==> src/rtl/ff256_pkg.sv <==
// rtl/ff256_pkg.sv - GF(2^8) field types and constants shared by the Horner evaluator
package ff256_pkg;

  localparam logic [8:0] FIELD_POLY = 9'h11D;

  typedef logic [7:0] byte_t;

  // Element i is c*x^i reduced by FIELD_POLY, i.e. column i of the multiply-by-c matrix.
  typedef logic [7:0] cnst_cols_t [0:7];

  localparam cnst_cols_t CNST_COLS_C2 = '{8'h02, 8'h04, 8'h08, 8'h10,
                                         8'h20, 8'h40, 8'h80, 8'h1D};

endpackage

==> src/rtl/ff256_mult_by_const_multiplier.sv <==
// rtl/ff256_mult_by_const_multiplier.sv - combinational multiply of a field element by a fixed constant
module ff256_mult_by_const_multiplier
  import ff256_pkg::*;
(
  input  cnst_cols_t cnst,
  input  byte_t      p_in,
  output byte_t      p_out
);

  // Each set input bit selects its precomputed column; the product is their XOR.
  always_comb begin
    p_out = '0;
    for (int i = 0; i < 8; i++) begin
      if (p_in[i]) p_out = p_out ^ cnst[i];
    end
  end

endmodule

==> src/rtl/ff256_horner_eval.sv <==
// rtl/ff256_horner_eval.sv - streaming GF(2^8) Horner evaluator, one result per coefficient frame
module ff256_horner_eval
  import ff256_pkg::*;
#(
  parameter cnst_cols_t CNST_COLS = CNST_COLS_C2,
  parameter int         LEN_W     = 8
) (
  input  logic             clk,
  input  logic             rst,
  input  logic [7:0]       in_data,
  input  logic             in_valid,
  input  logic             in_last,
  output logic             in_ready,
  output logic [7:0]       out_data,
  output logic [LEN_W-1:0] out_len,
  output logic             out_ovf,
  output logic             out_valid,
  input  logic             out_ready
);

  typedef enum logic {ACCUM, HOLD} state_t;

  state_t           state, state_nxt;
  byte_t            acc, acc_mult, nxt;
  logic [LEN_W-1:0] cnt, cnt_inc;
  logic             ovf, ovf_nxt, cnt_sat, accept;

  ff256_mult_by_const_multiplier u_mult (
    .cnst  (CNST_COLS),
    .p_in  (acc),
    .p_out (acc_mult)
  );

  assign accept  = in_valid & in_ready;
  assign nxt     = acc_mult ^ in_data;
  assign cnt_sat = &cnt;
  assign cnt_inc = cnt_sat ? cnt : cnt + 1'b1;
  assign ovf_nxt = ovf | cnt_sat;

  always_ff @(posedge clk) begin
    if (rst) state <= ACCUM;
    else     state <= state_nxt;
  end

  always_comb begin
    state_nxt = state;
    in_ready  = (state == ACCUM);
    case (state)
      ACCUM:   if (accept && in_last)      state_nxt = HOLD;
      HOLD:    if (out_valid && out_ready) state_nxt = ACCUM;
      default: state_nxt = ACCUM;
    endcase
  end

  // Accumulator state clears on the last beat so the next frame starts from zero.
  always_ff @(posedge clk) begin
    if (rst) begin
      acc       <= '0;
      cnt       <= '0;
      ovf       <= 1'b0;
      out_data  <= '0;
      out_len   <= '0;
      out_ovf   <= 1'b0;
      out_valid <= 1'b0;
    end else if (accept) begin
      if (in_last) begin
        out_data  <= nxt;
        out_len   <= cnt_inc;
        out_ovf   <= ovf_nxt;
        out_valid <= 1'b1;
        acc       <= '0;
        cnt       <= '0;
        ovf       <= 1'b0;
      end else begin
        acc <= nxt;
        cnt <= cnt_inc;
        ovf <= ovf_nxt;
      end
    end else if (out_valid && out_ready) begin
      out_valid <= 1'b0;
    end
  end

endmodule

==> config.mk <==
export PLATFORM = sky130hd
export DESIGN_NAME = ff256_horner_eval
export DESIGN_NICKNAME = d
export VERILOG_FILES = /design/src/rtl/ff256_pkg.sv /design/src/rtl/ff256_mult_by_const_multiplier.sv /design/src/rtl/ff256_horner_eval.sv
export SDC_FILE = /design/constraint.sdc
export NUM_CORES = 1
export LEC_CHECK = 0
export ABC_AREA = 1
export CAP_MARGIN = 10
export CORE_ASPECT_RATIO = 1.75
export CORE_MARGIN = 10
export CORE_UTILIZATION = 45
export CTS_CLUSTER_SIZE = 16
export DETAILED_ROUTE_END_ITERATION = 10
export GPL_TIMING_DRIVEN = 1
export PLACE_DENSITY = 0.74
export REMOVE_ABC_BUFFERS = 1
export SYNTH_ARGS = -nofsm -noshare
export SYNTH_HDL_FRONTEND = slang
export SYNTH_SLANG_ARGS = --single-unit
export TNS_END_PERCENT = 30
==> constraint.sdc <==
create_clock -name clk -period 2.5 [get_ports clk]
set_input_delay 0.375 -clock clk [delete_from_list [all_inputs] [get_ports clk]]
set_output_delay 0.375 -clock clk [all_outputs]
set_load 0.005 [all_outputs]
; ---- Word level (Yosys, flattened, before mapping)
; Cells that the tools add are included.
[word_totals]
ff_bits = 36
output_inout_bits = 19
wordCells = 45
[op_classes]
add_sub_neg = 1
n_eq_ne = 1
n_mux = 18
bitwise = 11
n_reduce_logical = 6
[op_table]
columns = cell, count
row1 = two-way mux 8 bit, 4
row2 = two-way mux 5 bit, 2
row3 = "adder 8 x 1 -> 8 bit, second input constant", 1
row4 = AND reduction 8 bit, 1
row5 = bitwise XOR 8 bit, 1
row6 = two-way mux 7 bit, 1
row7 = two-way mux 1 bit, 6
row8 = two-way mux 6 bit, 1
row9 = "NOT 1 bit, first input constant", 6
row10 = two-way mux 4 bit, 1
row11 = NOT 4 bit, 1
row12 = AND reduction 2 bit, 2
row13 = two-way mux 3 bit, 1
row14 = logical AND 1 bit, 2
row15 = two-way mux 2 bit, 1
row16 = "inequality test 2 bit, second input constant", 1
row17 = one-hot mux 1 bit (2 select lines), 1
row18 = nonzero test 2 bit, 1
row19 = AND 1 bit, 1
row20 = NOT 1 bit, 1
row21 = OR 1 bit, 1

; ---- Logic depth before layout (Yosys ltp)
[logic_depth]
word_depth = 11
mapped_depth = 8

; ---- Hierarchy
; From an unflattened synthesis, not the netlist that was laid out.
[hier_totals]
hier_cells = 510
area_unflattened_um2 = 2922.8
[modules_own_cells]
columns = mod, n_inst, cells_per_inst, area_each_um2, seq_area_each_um2
row1 = ff256_horner_eval, 1, 210, 1609.0, 720.7
row2 = ff256_mult_by_const_multiplier, 1, 300, 1313.8, 0.0

; ---- Worst setup path after synthesis
; No wires, ideal clock.
[synth_timing]
path_type = reg-to-reg
from = register cnt[0]
to = register cnt[2]
setup_ps = 66
t_arrival_ps = 1137
required_time_ps = 2434
path_slack_ps = 1297
stages_incl_launch_ff = 8
n_path_buf = 0
synth_period_minus_slack_ps = 1203
cell_sequence = dfxtp_1 -> ha_1 -> nand2_2 -> nor2_4 -> nand2_4 -> a21oi_4 -> nand2_1 -> a21oi_2
[synth_between]
elab_chain_len = 3
elab_cells_between_ends = 4
cone_classes = add/sub: 1 / mux: 2 / reduce/logical: 1
[synth_rtl]
columns = element, line
row1 = from (decl), ff256_horner_eval.sv:25  ; logic [LEN_W-1:0] cnt, cnt_inc;
row2 = from (signal assigned), ff256_horner_eval.sv:76  ; cnt <= cnt_inc;
row3 = adder 8 x 1 -> 8 bit / AND reduction 8 bit (equally long branches), "ff256_horner_eval.sv:37, ff256_horner_eval.sv:36"
row4 = two-way mux 8 bit (*), ff256_horner_eval.sv:37  ; assign cnt_inc = cnt_sat ? cnt : cnt + 1'b1;
row5 = two-way mux 8 bit (*), ff256_horner_eval.sv:66  ; if (in_last) begin
; Every way passes the cells marked *; elsewhere a longest branch is shown, timed or not.
; A chain may end at the register's enable or synchronous reset.

; ---- Worst setup path in the final report
[layout_timing]
from = register state
to = output port in_ready
[layout_between]
elab_chain_len = 1
[layout_rtl]
columns = element, line
row1 = from (decl), ff256_horner_eval.sv:23  ; state_t state, state_nxt;
row2 = from (signal assigned), ff256_horner_eval.sv:42  ; else state <= state_nxt;
row3 = NOT 1 bit, n/a
row4 = to (decl), ff256_horner_eval.sv:13  ; output logic in_ready,
; No other way between the ends.

==> flow_summary.yaml <==
status:
  status: "finished, final reports clean"
worst_setup_path:
  path_buf_inv: 2
  worstPathCellList: "inv_1, clkdlybuf4s50_1"
  crit_family: "buffers and inverters"
  critPathMaxFanout: 3
  path_depth: 2
  crit_type: "reg -> out"
  startpoint_type: "flop"
  r2r-start: "cnt[0]"
  rr_worst_depth: 7
  end_kind: "output pin"
  crit_required_ns: 2.12
  slowest_stage: "clkdlybuf4s50_1"
  crit_start: "state"
  critical_path.max_stage_delay_ns: 0.49
  crit_arrival_ns: 1.19
timing:
  worstMarginPinSlew_ns: 0.3354
  setup_viol: 0
  whs_ns: 0.4521
  finalHoldViolCount: 0
  fmax_mhz: 638.4
  period_minus_slack_ns: 1.566
  setup_ws_ns: 0.9336
  rsz0062_at_grt: "no"
  slew_headroom: 0.7761
  drv_slew: 0
  finClkSkew_ns: 0.006552
  min_period_over_period: 0.6266
  fin_setup_tns_ns: 0
grt:
  antenna_found_initial: 0
  grt_max_degree: 19
  gr-usage-all-layers: 0.1240
  grt_overflow: 0
  grt_pass1_wl_um: 6589
  grt_pass1_vias: 1481
die:
  dieArea_um2: 6697
  initial_core_util: 0.4652
  pin_count: 32
  rows: 29
  die_h_um: 101.0
  core_area_um2: 3628
  die_w_um: 66.30
pwr:
  switchingPower_w: 0.0003009
  p_sw_frac: 0.2537
  p_seq_frac: 0.512
  clockPowerShare: 0.369
  pwr_density_cell_nw_per_um2: 565.3
  intPower_w: 0.0008852
  ir_drop_mv: 0.4593
  leakage_nw: 0.8333
  combPwrFrac: 0.119
cells_and_area:
  nFillCells: 366
  area_growth_pct: 24.31
  layout_common_cells: "nand2_1, dfxtp_1, clkdlybuf4s50_1"
  final_nets: 264
  drive_gt1_frac: 0.1394
  n_antenna_cell: 0
  mostFrequentLayoutCell: "nand2_1"
min_path:
  hold_depth: 2
  hp-class: "reg -> reg"
  min-delay-start: "out_data[3]"
routing:
  ant_nets: 0
  drt-initial-drc-count: 25
  drc: 0
  dr.pass1.iters: 4
  vias_per_cell: 4.929
  num_vias: 1464
  wl_um: 3841
  wl_per_cell_um: 12.93
cts:
  cts_buffers: 5
  path_clk_slew_ns: 0.07
  cts_resized: 0
  cts_sinks: 36
  clk_latency_ns: 0.29
  cts_max_level: 2
  cts_hold_buf: 0
  cts_buffer_depth: 2
  cts_tree: "yes"
  cts_setup_buffers: 0
  cts_root_buf: "clkbuf_8"
synth:
  yosysWarnings: 0
  synthDistinctLibCells: 28
  synth.cell_area_um2: 1688
  synth-seq-cells: 36
  synthCells: 218
  ys_seq_area_frac: 0.4270
  synth_area_per_cell_um2: 7.743
place:
  place_hpwl_um: 2804
  gp_congestion: 0.8146
  dp_slack_ns: 0.7001
  portBuffers: 31
run:
  max_cap_viol_count: 0
## logic make-up (layout without fill, tap and decap cells)
| logic type | count (synthesis) | count (layout) | share of synthesized area |
|---|---|---|---|
| simple gates | 110 | 110 | 0.2987 |
| flops | 36 | 36 | 0.4270 |
| buf+inv | 32 | 65 | 0.08969 |
| compound gates | 31 | 31 | 0.1357 |
| xor+xnor | 8 | 8 | 0.04151 |
| fa+ha+maj | 1 | 1 | 0.007412 |
## area by class of cell
type                    instances  area, um2  share of cell area
clock buffers                   8      90.09             0.04293
well taps                      46      57.56             0.02743
repair buffers                 32      317.8              0.1515
inverters                      25      96.34             0.04592
multi-input cells             150      815.8              0.3888
flip-flops and latches         36      720.7              0.3435
## flip-flops by register name, summed over array words and instances (netlist names)
name       flops
acc            8
cnt            8
out_data       8
out_len        8
out_ovf        1
out_valid      1
ovf            1
state          1
## power groups by stage
| stage | combinational (W) | sequential, W | clock, W |
|---|---|---|---|
| 2_1_floorplan | 0.0000707 | 0.000620 | 0 |
| 3_3_place_gp | 0.000140 | 0.000621 | 0 |
| 3_5_place_dp | 0.000142 | 0.000621 | 0 |
| 4_1_cts | 0.000143 | 0.000608 | 0.000441 |
| 5_1_grt | 0.000155 | 0.000611 | 0.000464 |
| 6_report | 0.000141 | 0.000608 | 0.000438 |
## metrics by stage
step,utilization,instances,power [W],instance area (um2)
finish,0.5783,297,0.001186,2098
global route,0.5783,297,0.001231,2098
CTS,0.5783,297,0.001192,2098
detailed placement,0.5534,289,0.0007635,2008
global placement,0.5534,289,0.0007613,2008
floorplan,-,211,0.0006905,1633
## per-layer routing
layer  global-route usage  vias up  part of all wire
met2               0.2198       31              0.54
met1               0.1286      677              0.39
met5                    0        -                 0
li1                     -      751                 -
met4              0.06321        0             0.022
met3              0.03007        5             0.045
## tightest hold or removal path, delay by kind of cell (launching register included)
kind | cells | cell delay (ns)
DFF | 1 | 0.31
and+or+nand+nor | 2 | 0.10
## path summary, 6_finish.rpt
path | endpoint | slack [ns]
worst max register to register | cnt[6] | 1.12
worst min-delay path | out_data[3] | 0.45
worst min register to register | out_data[3] | 0.45
worst max-delay path | in_ready | 0.93
## cells in the mapped netlist
cell type | instances | area [um2]
buf_2 | 2 | 10.01
nor2_1 | 4 | 15.01
inv_4 | 1 | 6.260
a21oi_1 | 6 | 30.03
nand2_1 | 75 | 281.5
a21oi_2 | 11 | 96.34
inv_1 | 20 | 75.07
o21ai_0 | 7 | 35.03
ha_1 | 1 | 12.51
a22o_1 | 3 | 26.28
xnor2_1 | 8 | 70.07
buf_4 | 1 | 7.510
buf_1 | 1 | 3.750
o21ai_1 | 1 | 5.000
nor2_4 | 3 | 33.78
nand3b_1 | 1 | 7.510
a21oi_4 | 1 | 16.27
nand3_2 | 1 | 10.01
nand2_2 | 1 | 6.260
o211ai_1 | 1 | 7.510
inv_2 | 4 | 15.01
o211ai_2 | 1 | 12.51
nand2_4 | 1 | 11.26
or2_2 | 3 | 18.77
nor2_8 | 1 | 20.02
nand3_1 | 20 | 100.1
dfxtp_1 | 36 | 720.7
buf_6 | 3 | 33.78
Power figures use the tool's default switching activity.
